$ cat src/rtl/uart_pkg.sv
// Shared UART TX types: sequencer state encoding and frame geometry.
package uart_pkg;

  typedef enum logic [1:0] {
    ST_IDLE,
    ST_START,
    ST_DATA,
    ST_STOP
  } tx_state_e;

  localparam int DATA_BITS  = 8;
  localparam int START_BITS = 1;
  localparam int BCNT_W     = 4;

  // Index of the final DATA cycle; the parity bit rides as a ninth data bit.
  function automatic logic [BCNT_W-1:0] data_last(input logic par_en);
    data_last = par_en ? BCNT_W'(DATA_BITS) : BCNT_W'(DATA_BITS - 1);
  endfunction

endpackage

$ cat src/rtl/sync_fifo.sv
// Show-ahead synchronous FIFO, power-of-two depth, synchronous active-high reset.
module sync_fifo #(
  parameter int DEPTH = 4,
  parameter int WIDTH = 8
) (
  input  logic                       clk,
  input  logic                       reset,
  input  logic                       push,
  input  logic [WIDTH-1:0]           din,
  input  logic                       pop,
  output logic [WIDTH-1:0]           dout,
  output logic                       full,
  output logic                       empty,
  output logic [$clog2(DEPTH+1)-1:0] level
);

  localparam int AW = (DEPTH > 1) ? $clog2(DEPTH) : 1;
  localparam int LW = $clog2(DEPTH + 1);

  logic [WIDTH-1:0] mem_q [DEPTH];
  logic [AW-1:0]    wr_ptr_q, wr_ptr_d;
  logic [AW-1:0]    rd_ptr_q, rd_ptr_d;
  logic [LW-1:0]    level_q, level_d;
  logic             push_ok, pop_ok;

  assign full    = (level_q == LW'(DEPTH));
  assign empty   = (level_q == '0);
  assign level   = level_q;
  assign dout    = mem_q[rd_ptr_q];
  assign push_ok = push && !full;
  assign pop_ok  = pop && !empty;

  always_comb begin
    wr_ptr_d = wr_ptr_q;
    rd_ptr_d = rd_ptr_q;
    level_d  = level_q;
    if (push_ok) wr_ptr_d = wr_ptr_q + AW'(1);
    if (pop_ok)  rd_ptr_d = rd_ptr_q + AW'(1);
    unique case ({push_ok, pop_ok})
      2'b10:   level_d = level_q + LW'(1);
      2'b01:   level_d = level_q - LW'(1);
      default: level_d = level_q;
    endcase
  end

  always_ff @(posedge clk) begin
    if (reset) begin
      wr_ptr_q <= '0;
      rd_ptr_q <= '0;
      level_q  <= '0;
    end else begin
      wr_ptr_q <= wr_ptr_d;
      rd_ptr_q <= rd_ptr_d;
      level_q  <= level_d;
    end
  end

  always_ff @(posedge clk) begin
    if (!reset && push_ok) mem_q[wr_ptr_q] <= din;
  end

endmodule

$ cat src/rtl/uart_tx_sequencer.sv
// UART TX frame sequencer: buffers bytes and frames them around an external
// bit-serialising datapath (start, 8 data, optional parity, 1 or 2 stops).
module uart_tx_sequencer
  import uart_pkg::*;
#(
  parameter int FIFO_DEPTH = 4
) (
  input  logic                            clk,
  input  logic                            reset,
  input  logic                            tx_valid,
  output logic                            tx_ready,
  input  logic [7:0]                      tx_data,
  input  logic                            cfg_parity_en,
  input  logic                            cfg_stop2,
  output logic                            dp_load,
  output logic [7:0]                      dp_data,
  output logic                            dp_parity_en,
  input  logic                            dp_tx_out,
  output logic                            tx_serial,
  output logic                            busy,
  output logic                            frame_done,
  output logic [$clog2(FIFO_DEPTH+1)-1:0] fifo_level
);

  tx_state_e         state_q, state_d;
  logic [BCNT_W-1:0] bit_cnt_q, bit_cnt_d;
  logic              stop_cnt_q, stop_cnt_d;
  logic [7:0]        hold_q, hold_d;
  logic              par_q, par_d;
  logic              stop2_q, stop2_d;

  logic              fifo_push, fifo_pop;
  logic              fifo_full, fifo_empty;
  logic [7:0]        fifo_dout;
  logic              start_frame;

  assign tx_ready     = !fifo_full;
  assign fifo_push    = tx_valid && tx_ready;
  assign busy         = (state_q != ST_IDLE);
  assign dp_data      = hold_q;
  assign dp_parity_en = par_q;

  sync_fifo #(
    .DEPTH (FIFO_DEPTH),
    .WIDTH (8)
  ) u_fifo (
    .clk   (clk),
    .reset (reset),
    .push  (fifo_push),
    .din   (tx_data),
    .pop   (fifo_pop),
    .dout  (fifo_dout),
    .full  (fifo_full),
    .empty (fifo_empty),
    .level (fifo_level)
  );

  always_comb begin
    state_d     = state_q;
    bit_cnt_d   = bit_cnt_q;
    stop_cnt_d  = stop_cnt_q;
    hold_d      = hold_q;
    par_d       = par_q;
    stop2_d     = stop2_q;
    fifo_pop    = 1'b0;
    start_frame = 1'b0;
    tx_serial   = 1'b1;
    dp_load     = 1'b0;
    frame_done  = 1'b0;

    unique case (state_q)
      ST_IDLE: begin
        if (!fifo_empty) start_frame = 1'b1;
      end
      ST_START: begin
        tx_serial = 1'b0;
        dp_load   = 1'b1;
        bit_cnt_d = '0;
        state_d   = ST_DATA;
      end
      ST_DATA: begin
        tx_serial = dp_tx_out;
        bit_cnt_d = bit_cnt_q + BCNT_W'(1);
        if (bit_cnt_q == data_last(par_q)) begin
          stop_cnt_d = 1'b0;
          state_d    = ST_STOP;
        end
      end
      ST_STOP: begin
        if (stop_cnt_q == stop2_q) begin
          frame_done = 1'b1;
          if (!fifo_empty) start_frame = 1'b1;
          else             state_d     = ST_IDLE;
        end else begin
          stop_cnt_d = 1'b1;
        end
      end
    endcase

    // Frame config is sampled only here, so mid-frame cfg edits wait a frame.
    if (start_frame) begin
      fifo_pop = 1'b1;
      hold_d   = fifo_dout;
      par_d    = cfg_parity_en;
      stop2_d  = cfg_stop2;
      state_d  = ST_START;
    end
  end

  always_ff @(posedge clk) begin
    if (reset) begin
      state_q    <= ST_IDLE;
      bit_cnt_q  <= '0;
      stop_cnt_q <= 1'b0;
      hold_q     <= '0;
      par_q      <= 1'b0;
      stop2_q    <= 1'b0;
    end else begin
      state_q    <= state_d;
      bit_cnt_q  <= bit_cnt_d;
      stop_cnt_q <= stop_cnt_d;
      hold_q     <= hold_d;
      par_q      <= par_d;
      stop2_q    <= stop2_d;
    end
  end

endmodule

$ cat config.mk
export PLATFORM = sky130hd
export DESIGN_NAME = uart_tx_sequencer
export DESIGN_NICKNAME = d
export VERILOG_FILES = /design/src/rtl/uart_pkg.sv /design/src/rtl/sync_fifo.sv /design/src/rtl/uart_tx_sequencer.sv
export SDC_FILE = /design/constraint.sdc
export NUM_CORES = 1
export LEC_CHECK = 0
export BUFFER_PORTS_ARGS = -buffer_cell sky130_fd_sc_hd__clkbuf_2
export CAP_MARGIN = 30
export CORE_UTILIZATION = 40
export CTS_BUF_LIST = sky130_fd_sc_hd__clkbuf_16
export DETAILED_ROUTE_END_ITERATION = 6
export SETUP_SLACK_MARGIN = 0.5
export SYNTH_ARGS = -nofsm -noshare
export SYNTH_HDL_FRONTEND = slang
export SYNTH_HIERARCHICAL = 1
export SYNTH_SLANG_ARGS = --single-unit
$ cat constraint.sdc
create_clock -name clk -period 7.23 [get_ports clk]
set_input_delay 0.723 -clock clk [delete_from_list [all_inputs] [get_ports clk]]
set_output_delay 0.723 -clock clk [all_outputs]
set_load 0.05 [all_outputs]
==> metrics.md, run 1 <==
| Metric | Value |
|---|---|
| CP peak stage delay | `0.44 ns` |
| Critical Path Start Type | `register` |
| Largest net degree at the start of global routing | `34` |
| Fin nets | `270` |
| Layout cells sized above 1 | `26.61%` |
| Wire length per cell | `14.91 um` |
| Post-synth top flop | `edfxtp_1` |
| Worst path bufs/invs | `3` |
| Port-buffer cells | `30` |
| TritonCTS Sinks | `58` |
| Hold buffer count at CTS | `0` |
| Register area | `1481 sq um` |
| Instance count on the critical path | `12` |
| Final WL | `4.815 mm` |
| Root buffer cell | `clkbuf_16` |
| Slowest cell on crit path | `or2_2` |
| VDD IR max | `0.0002678 V` |
| Worst r2r path cells | `12` |
| Io pins | `31` |
| Worst endpoint data arrival time | `3.22 ns` |
| Crit. Startpoint | `state_q[0]$_SDFFE_PP0P_` |
| TritonCTS buffer count | `9` |
| Grt ovf | `0` |
| Final instance area | `3099 sq um` |
| Max_cap viols | `0` |
| Mapped Avg Cell Area | `12.36 sq um` |
| CP endpoint | `u_fifo/level[2]$_SDFFE_PP0P_` |
| Measured slew at the worst slew-check pin | `0.8255 ns` |
| Post_cts resized | `0` |
| Detail Route Antenna Nets | `0` |
| Via count | `1,703` |
| Detailed Route Iter0 Violations | `82` |
| Die X | `82.57 um` |
| Sequential Power Share | `33.9%` |
| PwrDens | `430.3 nW/um^2` |
| DRC Markers | `0` |
| Crit path max fanout | `13` |
| Most frequent cells in the layout | `edfxtp_1 (32), clkbuf_2 (30), dfxtp_1 (26), a21oi_1 (20), o21ai_0 (17)` |
| GP Congestion | `0.7569` |
| FF+latch count, synth | `58` |
| Critical-path cell list | `inv_1 -> ha_1 -> or2_2 -> nor2_1 -> o31ai_1 -> inv_1 -> ha_1 -> inv_1 -> fa_1 -> xor2_1 -> or3_1 -> a21oi_1` |
| Reg2reg start | `state_q[0]$_SDFFE_PP0P_` |
| Critical path's top delay family | `adder cells` |
| Max Fclk | `335.2 MHz` |
| Final setup viols | `0` |
| Initial antenna violation count | `0` |
| Die area | `6817 sq um` |
| Cell repeated most along the worst path | `inv_1` |
| Area delta synth->final | `19.37%` |
| Ys Warns | `6` |
| Gate power share | `34.7%` |
| Total GRT Usage | `16.04%` |
| Hold violation count in the final report | `0` |
| Post-synth EDFFs | `32` |
| Clock skew | `0.006983 ns` |
| Via-per-instance ratio | `5.272` |
| Vias in the first global route | `1,601` |
| Postcts setup bufs | `0` |
| ANT cells | `0` |
| Max transition margin | `44.97%` |
| Clk pin slew, worst setup/hold paths | `0.05 ns` |
| Critical Path End Type | `register` |
| Reg2reg end | `u_fifo/level[2]$_SDFFE_PP0P_` |
| Synth Instances | `210` |
| Static leakage power | `1.145 nW` |
| Ys async rst share | `0%` |
| Most common cell after layout, fill and taps aside | `edfxtp_1` |
| Post-synth cell types | `44` |
| Status | `finished, final reports clean` |
| Seq/Total Area, Yosys | `57.06%` |
| Htree depth | `3` |
| WP data required | `7.47 ns` |
| Pwr Total | `0.001334 W` |
| Period utilization | `41.26%` |
| CTS tree | `done` |
| Drt pass-1 iters | `6` |
| Placement row count | `28` |
| First-pass GRT wire length | `7.707 mm` |
| Clock network power share | `31.4%` |
| Reg-to-reg slack, setup | `4.25 ns` |
| Switching part of the total power | `39.05%` |
| Final Max Slew Viols | `0` |
| Dpl hpwl | `3.214 mm` |
| HP Class | `reg -> reg` |
| Fillers | `571` |
| RSZ-0062 raised after global routing | `false` |
| CP Class | `reg -> reg` |
| Max clock buf depth | `2` |
| Placeable Area | `6096 sq um` |
| Worst Hold Margin | `0.4838 ns` |
| Area of the multi-input gates | `994.7 sq um` |
| Setup TNS | `0 ns` |
| Worst-skew pair later-pin latency | `0.32 ns` |
| Cell area after synthesis | `2596 sq um` |
| Min Tclk post-route | `2.983 ns` |
| Internal Power | `0.0008129 W` |
| Sw Pwr | `0.0005208 W` |
| Die H | `82.57 um` |
| Net count after synthesis | `237` |
| Placed instance area | `2795 sq um` |
| Initial Utilization | `42.59%` |
[metal layers]
metal | global-route usage [%] | share of wire [%] | wire length (um)
met5 | 0 | 0 | 0
met2 | 26.94 | 50 | 2400
met3 | 5.055 | 3.3 | 157
met1 | 18.73 | 46 | 2206
met4 | 7.241 | 1.1 | 51
[kinds of logic (layout without fill, tap and decap cells)]
logic type / count (synthesis) / in the layout / synth area share, %
AOI/OAI and AO/OA: 49 / 49 / 11.18
adders and majority gates: 13 / 13 / 6.554
DFF: 58 / 58 / 57.06
and+or+nand+nor: 52 / 52 / 11.52
buffers and inverters: 24 / 62 / 4.626
muxes: 10 / 10 / 7.711
xor gates and xnor gates: 4 / 4 / 1.350
[worst reg2reg max path: cells and delay by family, from the launching register on]
kind | cells | cell delay [ns]
buffers and inverters | 3 | 0.24
and+or+nand+nor | 3 | 0.91
DFF | 1 | 0.39
AOI/OAI and AO/OA | 2 | 0.26
adders and majority gates | 3 | 0.96
xor gates and xnor gates | 1 | 0.15
[layout make-up]
cell class,count,area share [%]
tap,75,3.028
inverter,12,1.453
clock buffer,9,7.267
sequential,58,47.80
clock inverter,7,2.543
multi-input combinational,128,32.10
timing repair buffer,34,5.813
[sequential cells by signal (all words and copies together) (netlist names), named ones only]
register and flops:
bit_cnt_q 4, dp_data 8, dp_parity_en 1, state_q 2, stop2_q 1, stop_cnt_q 1
u_fifo/level 3, u_fifo/mem_q 32, u_fifo/rd_ptr_q 2, u_fifo/wr_ptr_q 2
[worst min path at each step]
| stage | start | endpoint | cells after the start |
|---|---|---|---|
| after floorplan | u_fifo/rd_ptr_q[1]$_SDFFE_PP0N_ | register | 2 |
| after global placement | dp_data[3]$_SDFFE_PP0P_ | dp_data[3]$_SDFFE_PP0P_ | 2 |
| after detailed placement | dp_data[3]$_SDFFE_PP0P_ | dp_data[3]$_SDFFE_PP0P_ | 2 |
| after CTS | dp_data[3]$_SDFFE_PP0P_ | dp_data[3]$_SDFFE_PP0P_ | 2 |
| after global routing | dp_data[1]$_SDFFE_PP0P_ | dp_data[1]$_SDFFE_PP0P_ | 2 |
| final | dp_data[1]$_SDFFE_PP0P_ | dp_data[1]$_SDFFE_PP0P_ | 2 |
[synthesized netlist by cell type, types with 2 or more instances]
library cell | instances | area, sq um
nand2b_1 | 4 | 25.02
nand3_1 | 13 | 65.06
nor2_1 | 9 | 33.78
o21ai_0 | 17 | 85.08
xor2_1 | 3 | 26.28
mux2i_1 | 2 | 20.02
nor3b_1 | 5 | 37.54
mux4_2 | 8 | 180.2
buf_6 | 2 | 22.52
dfxtp_1 | 26 | 520.5
buf_2 | 3 | 15.01
ha_1 | 12 | 150.1
inv_1 | 12 | 45.04
a31oi_1 | 2 | 12.51
a21oi_1 | 20 | 100.1
nand2_1 | 6 | 22.52
o31ai_1 | 2 | 15.01
clkbuf_1 | 4 | 15.01
or3_1 | 4 | 25.02
edfxtp_1 | 32 | 960.9
[power by group through the flow]
stage | logic [W] | clock network (W) | registers (W)
after floorplan | 0.000303 | 0 | 0.000526
after global placement | 0.000459 | 0 | 0.000458
after detailed placement | 0.000464 | 0 | 0.000460
after CTS | 0.000467 | 0.000427 | 0.000453
after global routing | 0.000510 | 0.000442 | 0.000460
final | 0.000463 | 0.000419 | 0.000452
[stage by stage]
step	std cells	setup slack, ns	util (%)
final	323	4.247	50.84
after global routing	323	4.009	50.84
after CTS	323	4.234	50.84
after detailed placement	307	4.246	45.85
after global placement	307	4.328	45.85
after floorplan	210	4.341	-
Power figures use the tool's default switching activity.
==> run 2: changes to the inputs <==
ABC_AREA = 1   (was default)
clock period = 3.13 ns   (was 7.23 ns; I/O delays follow)
==> run 2 against run 1 <==
Net effect: the flow now finishes with violations (DRC); maximum frequency up 23%; final area decreased by 0.56%; final cell count up 21%; sequential cell count did not move; sequential share of layout area rose by 0.31 points; via count grew 8.2%; combinational power is 130% higher.
==> metrics.md, run 2 <==
| Metric | Value |
|---|---|
| Most common cell in the synthesized netlist | `nor2_1` |
| Max transition margin | `48.11% (+3.1 points)` |
| Htree depth | `3 (unchanged)` |
| FF+latch count, synth | `58 (unchanged)` |
| Vias in the first global route | `1,724 (+7.7%)` |
| Initial Utilization | `41.26% (-1.3 points)` |
| Period utilization | `77.77% (+37 points)` |
| Post_cts resized | `0 (unchanged)` |
| Max Fclk | `410.8 MHz (+23%)` |
| CP peak stage delay | `0.38 ns (-0.06 ns)` |
| Critical-path cell list | `inv_1 -> ha_2 -> nor2_1 -> nand2_4 -> inv_2 -> nand2_1 -> inv_1 -> ha_1 -> inv_1 -> fa_1 -> inv_1 -> nand2_1 -> nand3_1 -> nand2_1 -> nand2_1 -> nor2_1` |
| Layout cells sized above 1 | `21.59% (-5.0 points)` |
| Net count after synthesis | `300 (+27%)` |
| Most frequent cells in the layout | `nor2_1 (49), inv_1 (32), edfxtp_1 (32), clkbuf_2 (30), nand2_1 (26)` |
| CTS tree | `done` |
| Instance count on the critical path | `16 (+4)` |
| Reg2reg start | `state_q[1]$_SDFFE_PP0P_` |
| Via count | `1,842 (+8.2%)` |
| TritonCTS Sinks | `58 (unchanged)` |
| GP Congestion | `0.7715 (+1.9%)` |
| DRC Markers | `2 (+2)` |
| Final WL | `4.675 mm (-2.9%)` |
| TritonCTS buffer count | `9 (unchanged)` |
| Total GRT Usage | `15.23% (-0.80 points)` |
| Reg-to-reg slack, setup | `0.70 ns (-3.55 ns)` |
| Crit path max fanout | `12 (-1)` |
| Root buffer cell | `clkbuf_16` |
| Setup TNS | `0 ns (unchanged)` |
| Final setup viols | `0 (unchanged)` |
| Failing checks | `DRC` |
| First-pass GRT wire length | `7.914 mm (+2.7%)` |
| Max reg flops | `32 (unchanged)` |
| Critical Path Start Type | `register` |
| Min-Delay Path Depth | `1 (-1)` |
| Hold Crit Start | `tx_data[5]` |
| Hold buffer count at CTS | `0 (unchanged)` |
| PwrDens | `949.4 nW/um^2 (+120%)` |
| Detailed Route Iter0 Violations | `76 (-7.3%)` |
| Mapped Avg Cell Area | `9.597 sq um (-22%)` |
| Dpl hpwl | `3.180 mm (-1.1%)` |
| Critical path's top delay family | `adder cells` |
| CP Class | `reg -> reg` |
| Die X | `82.93 um (+0.44%)` |
| Port-buffer cells | `30 (unchanged)` |
| Synth top cells by count | `nor2_1 (49), edfxtp_1 (32), inv_1 (31)` |
| VDD IR max | `0.0005150 V (+92%)` |
| Worst path bufs/invs | `5 (+2)` |
| Worst r2r path cells | `16 (+4)` |
| Post-synth EDFFs | `32 (unchanged)` |
| Post-synth top flop | `edfxtp_1` |
| Hold worst-path end | `u_fifo/mem_q[0][5]$_DFFE_PP_` |
| Fin nets | `337 (+25%)` |
| Ys async rst share | `0% (unchanged)` |
| Worst endpoint data arrival time | `2.65 ns (-0.57 ns)` |
| Max_cap viols | `0 (unchanged)` |
| Reg2reg end | `u_fifo/level[2]$_SDFFE_PP0P_` |
| ANT cells | `0 (unchanged)` |
| Hold violation count in the final report | `0 (unchanged)` |
| Top reg by flops | `u_fifo/mem_q` |
| Largest area contributor in the netlist | `edfxtp_1` |
| RSZ-0062 raised after global routing | `false` |
| Synth Instances | `273 (+30%)` |
| Initial antenna violation count | `0 (unchanged)` |
| Cell Count, Final, Fillers Out | `392 (+21%)` |
| Clk pin slew, worst setup/hold paths | `0.05 ns (about the same)` |
| Cell area after synthesis | `2620 sq um (+0.92%)` |
| Top cells by area, synth | `edfxtp_1 (37%), dfxtp_1 (20%), nor2_1 (7.0%)` |
| Max clock buf depth | `2 (unchanged)` |
| Status | `finished, violations left` |
| Post-synth cell types | `29 (-34%)` |
| Worst-skew pair later-pin latency | `0.32 ns (about the same)` |
| Detail Route Antenna Nets | `0 (unchanged)` |
| Placeable Area | `6350 sq um (+4.2%)` |
| Seq/Total Area, Yosys | `56.54% (-0.52 points)` |
| Measured slew at the worst slew-check pin | `0.7754 ns (-0.05008 ns)` |
| Final Max Slew Viols | `0 (unchanged)` |
| Post-Route Utilization | `48.53% (-2.3 points)` |
| HP Class | `in -> reg` |
| Postcts setup bufs | `0 (unchanged)` |
| Io pins | `31 (unchanged)` |
| Yosys top cell area share | `36.68% (-0.34 points)` |
| Placement row count | `29 (+3.6%)` |
| Wire length per cell | `11.93 um (-20%)` |
| Slowest cell on crit path | `fa_1` |
| Critical Path End Type | `register` |
| Largest net degree at the start of global routing | `18 (-47%)` |
| Drt pass-1 iters | `6 (unchanged)` |
| Grt ovf | `0 (unchanged)` |
| Area delta synth->final | `17.62%` |
| Die area | `6877 sq um (+0.89%)` |
| Die H | `82.93 um (+0.44%)` |
| WP data required | `3.35 ns (-4.12 ns)` |
| Clock skew | `0.006192 ns (-0.0007909 ns)` |
| Ys Warns | `6 (unchanged)` |
| Via-per-instance ratio | `4.699 (-11%)` |
| Static leakage power | `1.292 nW (+13%)` |
| Min Tclk post-route | `2.434 ns (-0.5487 ns)` |
| DP Cell Count | `376 (+22%)` |
| Most common cell after layout, fill and taps aside | `nor2_1` |
run 2: changes by cell type after synthesis, sizes merged, moves of 10 or more:
cell	change
nor2	+50
nand2	+23
inv	+24
a21oi	-10
o21ai	+14
run 2: worst max-delay path by stage:
stage	start	slack [ns]	endpoint
6_report	state_q[1]$_SDFFE_PP0P_	0.70	u_fifo/level[2]$_SDFFE_PP0P_
3_5_place_dp	state_q[0]$_SDFFE_PP0P_	0.60	u_fifo/level[2]$_SDFFE_PP0P_
3_3_place_gp	state_q[0]$_SDFFE_PP0P_	0.67	u_fifo/level[2]$_SDFFE_PP0P_
5_1_grt	state_q[1]$_SDFFE_PP0P_	0.52	u_fifo/level[2]$_SDFFE_PP0P_
2_1_floorplan	u_fifo/level[2]$_SDFFE_PP0P_	0.67	u_fifo/level[2]$_SDFFE_PP0P_
4_1_cts	state_q[0]$_SDFFE_PP0P_	0.58	u_fifo/level[2]$_SDFFE_PP0P_
run 2: cells by family (layout without fill, tap and decap cells):
family                   count (synthesis)  in the layout  share of synthesized area (%)
AND/OR/NAND/NOR                        106            106                          17.57
AO/OA/AOI/OAI                           51             51                          10.84
buffers and inverters                   44             86                          7.927
adder cells (fa/ha/maj)                 13             13                          6.495
XOR/XNOR                                 1              1                         0.6210
flip-flops                              58             58                          56.54
run 2: routing by layer:
layer	routed length, um	vias up	GRT usage (%)
met5	0	-	0
met2	2141	39	22.58
met3	294	9	6.461
li1	-	977	-
met4	95	0	7.994
met1	2144	817	18.86
run 2: stage by stage:
step | total power (W) | hold slack, ns | instance area, sq um | setup slack (ns)
floorplan | 0.001956 | 0.3821 | 2620 | 0.6717
global placement | 0.002101 | 0.4774 | 2820 | 0.6711
detailed placement | 0.002114 | 0.4826 | 2820 | 0.5966
CTS | 0.002942 | 0.2028 | 3073 | 0.5791
global route | 0.003123 | 0.2009 | 3082 | 0.5226
finish | 0.002926 | 0.2097 | 3082 | 0.6958
run 2: layout make-up:
type                       count  area (sq um)
tap                           77         96.34
timing repair buffer          33         172.7
inverter                      37         138.9
multi-input combinational    171         938.4
clock inverter                 7         27.53
clock buffer                   9         225.2
fill                         609          3268
sequential                    58          1483
run 2: where the power goes:
part | total (W) | internal, W | leakage [nW] | switching, W
registers | 0.00104 | 0.000930 | 0.504 | 0.000112
clock network | 0.000813 | 0.000514 | 0.128 | 0.000300
logic | 0.00107 | 0.000309 | 0.660 | 0.000761
run 2: worst register-to-register path, delay by kind of cell (launching register included):
family	cells	cell delay [ns]
fa+ha+maj	3	0.88
simple gates	8	0.69
buf+inv	5	0.41
flops	1	0.37
